`src/rtl/flash_mem_responder.sv`:
```
// Read-only Avalon-MM flash stand-in: address-derived data, wait-request stalling, fixed read latency.
// Build option FLASH_RESP_LFSR_STALL_EN draws a 0..3 cycle stall per request from an 8-bit LFSR.
module flash_mem_responder #(
    parameter int          WAIT_CYCLES  = 2,
    parameter int          READ_LATENCY = 3,
    parameter int          MAX_PENDING  = 2,
    parameter logic [15:0] DATA_SEED    = 16'h0000
) (
    input  logic        CLK50MHZ,
    input  logic        reset_n,
    input  logic        flash_mem_read,
    input  logic [22:0] flash_mem_address,
    input  logic [3:0]  flash_mem_byteenable,
    output logic        flash_mem_waitrequest,
    output logic        flash_mem_readdatavalid,
    output logic [31:0] flash_mem_readdata,
    output logic [15:0] read_count
);

    typedef enum logic [1:0] {IDLE, STALL, GRANT} state_t;

    localparam logic [3:0] MAX_P = 4'(MAX_PENDING);

    state_t      state, state_next;
    logic [3:0]  stall_cnt, stall_cnt_next;
    logic [3:0]  stall_len;
    logic [3:0]  pending;
    logic        room;
    logic        accept;
    logic        vld_in [READ_LATENCY];
    logic [31:0] data_in [READ_LATENCY];
    logic        vld_p [READ_LATENCY];
    logic [31:0] data_p [READ_LATENCY];
    logic        unused_addr_hi;

    assign unused_addr_hi = ^flash_mem_address[22:16];

    function automatic logic [31:0] make_word(input logic [15:0] addr, input logic [3:0] be);
        logic [31:0] w;
        w = {addr ^ DATA_SEED, ~addr};
        for (int i = 0; i < 4; i++) begin
            if (!be[i]) w[8*i +: 8] = 8'h00;
        end
        return w;
    endfunction

`ifdef FLASH_RESP_LFSR_STALL_EN
    logic [7:0] lfsr;

    // x^8 + x^6 + x^5 + x^4 + 1, free-running from the seed
    always_ff @(posedge CLK50MHZ or negedge reset_n) begin
        if (!reset_n) lfsr <= 8'h5A;
        else          lfsr <= {lfsr[6:0], lfsr[7] ^ lfsr[5] ^ lfsr[4] ^ lfsr[3]};
    end

    assign stall_len = {2'b00, lfsr[1:0]};
`else
    assign stall_len = 4'(WAIT_CYCLES);
`endif

    assign room = (pending < MAX_P);

    // The IDLE cycle of a request is the first stall cycle; stall_cnt counts the remaining STALL cycles.
    always_comb begin
        state_next            = state;
        stall_cnt_next        = stall_cnt;
        flash_mem_waitrequest = 1'b1;
        accept                = 1'b0;
        case (state)
            IDLE: begin
                if (flash_mem_read) begin
                    if (stall_len == 4'd0) begin
                        flash_mem_waitrequest = ~room;
                        accept                = room;
                    end else if (stall_len == 4'd1) begin
                        state_next = GRANT;
                    end else begin
                        state_next     = STALL;
                        stall_cnt_next = stall_len - 4'd2;
                    end
                end
            end
            STALL: begin
                if (!flash_mem_read)        state_next = IDLE;
                else if (stall_cnt == 4'd0) state_next = GRANT;
                else                        stall_cnt_next = stall_cnt - 4'd1;
            end
            GRANT: begin
                flash_mem_waitrequest = ~room;
                if (!flash_mem_read) begin
                    state_next = IDLE;
                end else if (room) begin
                    accept     = 1'b1;
                    state_next = IDLE;
                end
            end
            default: state_next = IDLE;
        endcase
        if (!reset_n) begin
            flash_mem_waitrequest = 1'b1;
            accept                = 1'b0;
        end
    end

    always_ff @(posedge CLK50MHZ or negedge reset_n) begin
        if (!reset_n) begin
            state      <= IDLE;
            stall_cnt  <= 4'd0;
            pending    <= 4'd0;
            read_count <= 16'd0;
        end else begin
            state     <= state_next;
            stall_cnt <= stall_cnt_next;
            case ({accept, flash_mem_readdatavalid})
                2'b10:   pending <= pending + 4'd1;
                2'b01:   pending <= pending - 4'd1;
                default: pending <= pending;
            endcase
            if (accept) read_count <= read_count + 16'd1;
        end
    end

    // Return pipeline: stage 0 captures the accept, the last stage drives the outputs
    for (genvar g = 0; g < READ_LATENCY; g++) begin : g_stage
        if (g == 0) begin : g_head
            assign vld_in[g]  = accept;
            assign data_in[g] = make_word(flash_mem_address[15:0], flash_mem_byteenable);
        end else begin : g_tail
            assign vld_in[g]  = vld_p[g-1];
            assign data_in[g] = data_p[g-1];
        end
    end

    always_ff @(posedge CLK50MHZ or negedge reset_n) begin
        if (!reset_n) begin
            for (int i = 0; i < READ_LATENCY; i++) begin
                vld_p[i]  <= 1'b0;
                data_p[i] <= 32'h0;
            end
        end else begin
            for (int i = 0; i < READ_LATENCY; i++) begin
                vld_p[i] <= vld_in[i];
                if (vld_in[i]) data_p[i] <= data_in[i];
            end
        end
    end

    assign flash_mem_readdatavalid = vld_p[READ_LATENCY-1];
    assign flash_mem_readdata      = data_p[READ_LATENCY-1];

endmodule

```
`config.mk`:
```
export PLATFORM = sky130hd
export DESIGN_NAME = flash_mem_responder
export DESIGN_NICKNAME = d
export VERILOG_FILES = /design/src/rtl/flash_mem_responder.sv
export SDC_FILE = /design/constraint.sdc
export NUM_CORES = 1
export LEC_CHECK = 0
export CAP_MARGIN = 10
export CORE_MARGIN = 5
export CORE_UTILIZATION = 40
export CTS_BUF_LIST = sky130_fd_sc_hd__clkbuf_4 sky130_fd_sc_hd__clkbuf_8
export DETAILED_ROUTE_END_ITERATION = 7
export PLACE_DENSITY = 0.63
export SKIP_LAST_GASP = 1
export SYNTH_ARGS = -nofsm -noshare
export SYNTH_HDL_FRONTEND = slang
export SYNTH_SLANG_ARGS = --single-unit
export TNS_END_PERCENT = 30
```
`constraint.sdc`:
```
create_clock -name CLK50MHZ -period 2.2 [get_ports CLK50MHZ]
set_input_delay 0.44 -clock CLK50MHZ [delete_from_list [all_inputs] [get_ports CLK50MHZ]]
set_output_delay 0.44 -clock CLK50MHZ [all_outputs]
set_load 0.05 [all_outputs]
```
# Word level (Yosys, flattened, before mapping)
# Cells that the tools add are included.
# classes
bitwise	2
eq_ne	9
magnitude_cmp	1
mux	21
addsub	4
n_reduce_logical	6
# op_table
operator	n
8-bit 2-to-1 mux	4
16-bit by 1-bit adder with 16-bit output (second input constant)	1
16-bit NOT	1
4-bit case mux with 2 select lines	2
4-bit 2-to-1 mux	3
2-bit 2-to-1 mux	5
4-bit by 1-bit subtractor with 4-bit output (second input constant)	2
1-bit 2-to-1 mux	6
2-bit inequality test (second input constant)	3
3-bit inequality test (second input constant)	2
2-bit case mux with 3 select lines	1
4-bit by 1-bit adder with 4-bit output (second input constant)	1
2-bit by 1-bit equality test with 1-bit output (second input constant)	2
2-bit equality test (second input constant)	2
4-bit logical NOT	1
4-bit by 2-bit less-than comparator with 1-bit output (second input constant)	1
4-bit AND reduction	1
2-bit nonzero test	2
3-bit AND reduction	1
2-bit logical NOT	1
1-bit NOT	1
# word_totals
output_inout_bits	50
reg_bits	125
in_bits	30
elab_cells	53

# Logic depth before layout (Yosys ltp)
# logic_depth
word_depth	7
mapped_depth	9
depth_no_buf	9

# Least setup slack after synthesis
# No wires, ideal clock.
# synth_path
path_kind	reg-to-reg
from	reg pending[2]
to	reg pending[2]
synth_period_minus_slack_ns	1.990
path_slack_ns	0.210
required_ns	2.074
setup_time_ns	0.126
t_arrival_ns	1.864
stages_incl_launch_ff	10
cell_sequence	dfrtp_1 > nor3_1 > nand4_1 > ha_1 > xor2_1 > ha_1 > a21oi_1 > xor2_1 > nor2_1 > xor2_1
# synth_via
elab_chain_len	7
# synth_rtl
element	line	rtl
start, declared	27	logic [3:0] pending;
start signal, assigned	115	2'b10: pending <= pending + 4'd1;
start signal, assigned	116	2'b01: pending <= pending - 4'd1;
start signal, assigned	117	default: pending <= pending;
4-bit by 2-bit less-than comparator with 1-bit output	61	assign room = (pending < MAX_P);
1-bit 2-to-1 mux	92	end else if (room) begin
1-bit 2-to-1 mux	90	if (!flash_mem_read) begin
1-bit 2-to-1 mux	--	
1-bit 2-to-1 mux	99	if (!reset_n) begin
2-bit by 1-bit equality test with 1-bit output or 2-bit equality test (tied branches)	114	case ({accept, flash_mem_readdatavalid})
4-bit case mux with 2 select lines or 2-bit nonzero test (tied branches)	--	
# Several ways; a longest one is shown, not always the timed one.
# A chain may end at the register's enable or synchronous reset.

# Final worst setup path
# layout_path
from	reg read_count[8]
to	out read_count[8]
# layout_rtl
element	line	rtl
start, declared	17	output logic [15:0] read_count
start signal, assigned	119	if (accept) read_count <= read_count + 16'd1;
# No word-level cell between the ends.

==> results.md <==
* Leak Pwr at 3.18 nW
* Reg2Reg Launch Point: pending[2]
* Final Hold Fails at 0
* # port buffers at 72
* R2R depth at 8
* Crit path arrival time at 1.70 ns
* Final Max Tran Viols at 0
* Status: finished clean
* M1 GR Usage at 0.187
* Vias in the first global route at 3318
* Setup WS pre-CTS at -0.0812 ns
* EDFF count, synth at 0
* RePlAce Congestion at 0.749
* CP max FO at 6
* Mapped cell area at 5070 sq um
* Setup ws final at 0.0603 ns
* GR Layer Usage met2 at 0.231
* Pin count of the biggest net entering global routing at 127
* Nets@finish at 519
* CP startpoint kind: flop
* Async set or reset register ratio after synthesis at 1.00
* Worst-Skew Late Latency at 0.42 ns
* Slowest cell on crit path: clkdlybuf4s50_1
* RSZ-0062 raised after global routing: yes
* Num CTS Buffers at 17
* Yosys top cell area share at 0.617
* Rel. slew slack at 0.565
* Met3 usage at 0.0438
* Worst path required time at 1.76 ns
* Peak VDD IR at 0.000359 V
* Row Count at 41
* Least-Margin Pin Slew at 0.653 ns
* Sink Count at 125
* CP cell instances: clkdlybuf4s50_1
* Via density per instance at 4.78
* Share of layout cells above drive strength 1 at 0.238
* IO Pins at 80
* Reg clk slew, reported paths at 0.07 ns
* Worst R2R End: pending[3]
* R2R Setup Slk at 0.16 ns
* Synthesized instance count at 398
* Synth unique cells at 37
* H-tree depth at 4
* 1st-pass router iterations at 5
* Top Usage Layer GRT: met2
* Setup_tns at 0 ns
* Clock Skew at 0.00738 ns
* Synthesized flop and latch total at 125
* Routed Antenna Nets at 0
* Ys Warns at 0
* Final Util at 0.521
* Core area at 12500 sq um
* Final wirelength at 10.2 mm
* Worst Setup Path Type: reg -> out
* Final hold slack at 0.146 ns
* Area leader, netlist: dfrtp_1
* DIE WIDTH at 123 um
* PwrDens at 1010 nW/um^2
* Commonest non-fill, non-tap cell in the layout: dfrtp_1
* Max_cap viols at 0
* Initial Utilization at 0.405
* Crit end category: output port
* Initial antenna violation count at 0
* DP HPWL at 7.18 mm
* Worst Hold Class: in -> async
* Tmin final at 2.14 ns
* Prevailing post-synth register cell: dfrtp_1
* Synthesized area per cell at 12.7 sq um
* Antenna diode count at 0
* Setup-failing EPs final at 0
* Worst Path Buf+Inv at 1
* Aggregate global-route resource usage at 0.145
* CTS tree: done
* First-pass GRT wire length at 16.9 mm
* Grt ovf at 0
* DIE AREA at 15000 sq um
* Most frequent cells in the layout: dfrtp_1, nand2_1, clkdlybuf4s50_1
* Root buffer cell: clkbuf_8
* Via count at 3189
* Drt initial violations at 136
* Routed len/inst at 15.3 um
* Max Freq at 467 MHz
* Fraction of the cycle the final worst path needs at 0.973
* Area added between synthesis and finish at 28.5%
* Synth Net Count at 434
* Top delay family on crit path: buffers and inverters
* Die height at 123 um
* CP max stage delay at 0.84 ns
* Synth top area cells: dfrtp_1, mux2_2, nand2_1
* Longest Clk Path Bufs at 2
* Sequential fraction of the synthesis area at 0.617
* Residual DRC count at 0
==> stage by stage <==
step                      power, mW  cell area [sq um]  std cells
after floorplan                3.90               5070        398
after global placement         4.31               6040        636
after detailed placement       4.36               6040        636
after CTS                      6.66               6500        667
after global routing           6.95               6520        667
final                          6.59               6520        667
==> state kept, by name, summed over array words and instances (netlist names) <==
| signal | count |
|---|---|
| stall_cnt | 4 |
| read_count | 16 |
| state | 2 |
| vld_in | 2 |
| pending | 4 |
| data_in | 64 |
| flash_mem_readdatavalid | 1 |
| flash_mem_readdata | 32 |
==> worst max path at each step <==
stage	start	to	slack [ns]	cells past startpoint
final	read_count[8]	read_count[8]	0.06	1
after detailed placement	flash_mem_read	pending[3]	-0.08	8
after CTS	read_count[3]	read_count[3]	0.02	1
after global routing	read_count[4]	read_count[4]	0.008	1
after floorplan	pending[2]	pending[2]	0.21	9
after global placement	flash_mem_read	pending[2]	-0.02	9
==> routing by layer <==
| layer | up-vias | part of all wire |
|---|---|---|
| met5 | - | 0 |
| met4 | 0 | 0.014 |
| met3 | 15 | 0.046 |
| met2 | 49 | 0.49 |
| met1 | 1586 | 0.45 |
| li1 | 1539 | - |
==> power by group <==
group | switching [mW] | internal, mW | leakage (nW)
clock | 0.868 | 1.41 | 0.232
combinational | 0.680 | 0.518 | 1.24
sequential | 0.330 | 2.78 | 1.71
==> repair_timing <==
item                                    in CTS  in global routing
endpoints found under the setup margin       1                  3
hold buffers                                 0                  0
gates resized for setup                      1                  3
buffers inserted                             0                  0
==> logic make-up (layout without fill, tap and decap cells) <==
| kind of cell | after synthesis | count (layout) | share of synthesized area |
|---|---|---|---|
| buffers and inverters | 22 | 119 | 0.0207 |
| AOI/OAI and AO/OA | 15 | 15 | 0.0195 |
| muxes | 65 | 65 | 0.144 |
| DFF | 125 | 125 | 0.617 |
| adders and majority gates | 6 | 6 | 0.0148 |
| and+or+nand+nor | 145 | 145 | 0.149 |
| xor gates and xnor gates | 20 | 20 | 0.0345 |
==> area by class of cell <==
class,count,area (sq um)
fillers,1136,6000
flip-flops and latches,125,3130
multi-input cells,251,1850
repair buffers,85,852
clock buffers,20,269
well taps,172,215
clock inverters,11,190
inverters,3,11.3
==> Yosys cell counts (4+ instances only) <==
cell / number
dfrtp_1: 125
nand2_1: 75
mux2_2: 65
nand3_1: 22
nand3b_1: 18
xnor2_1: 12
buf_1: 9
xor2_1: 8
buf_2: 6
ha_1: 6
nand4_1: 6
a21oi_1: 4
a22o_1: 4
nand2b_1: 4
o21ai_0: 4
(Power assumes the default switching activity.)
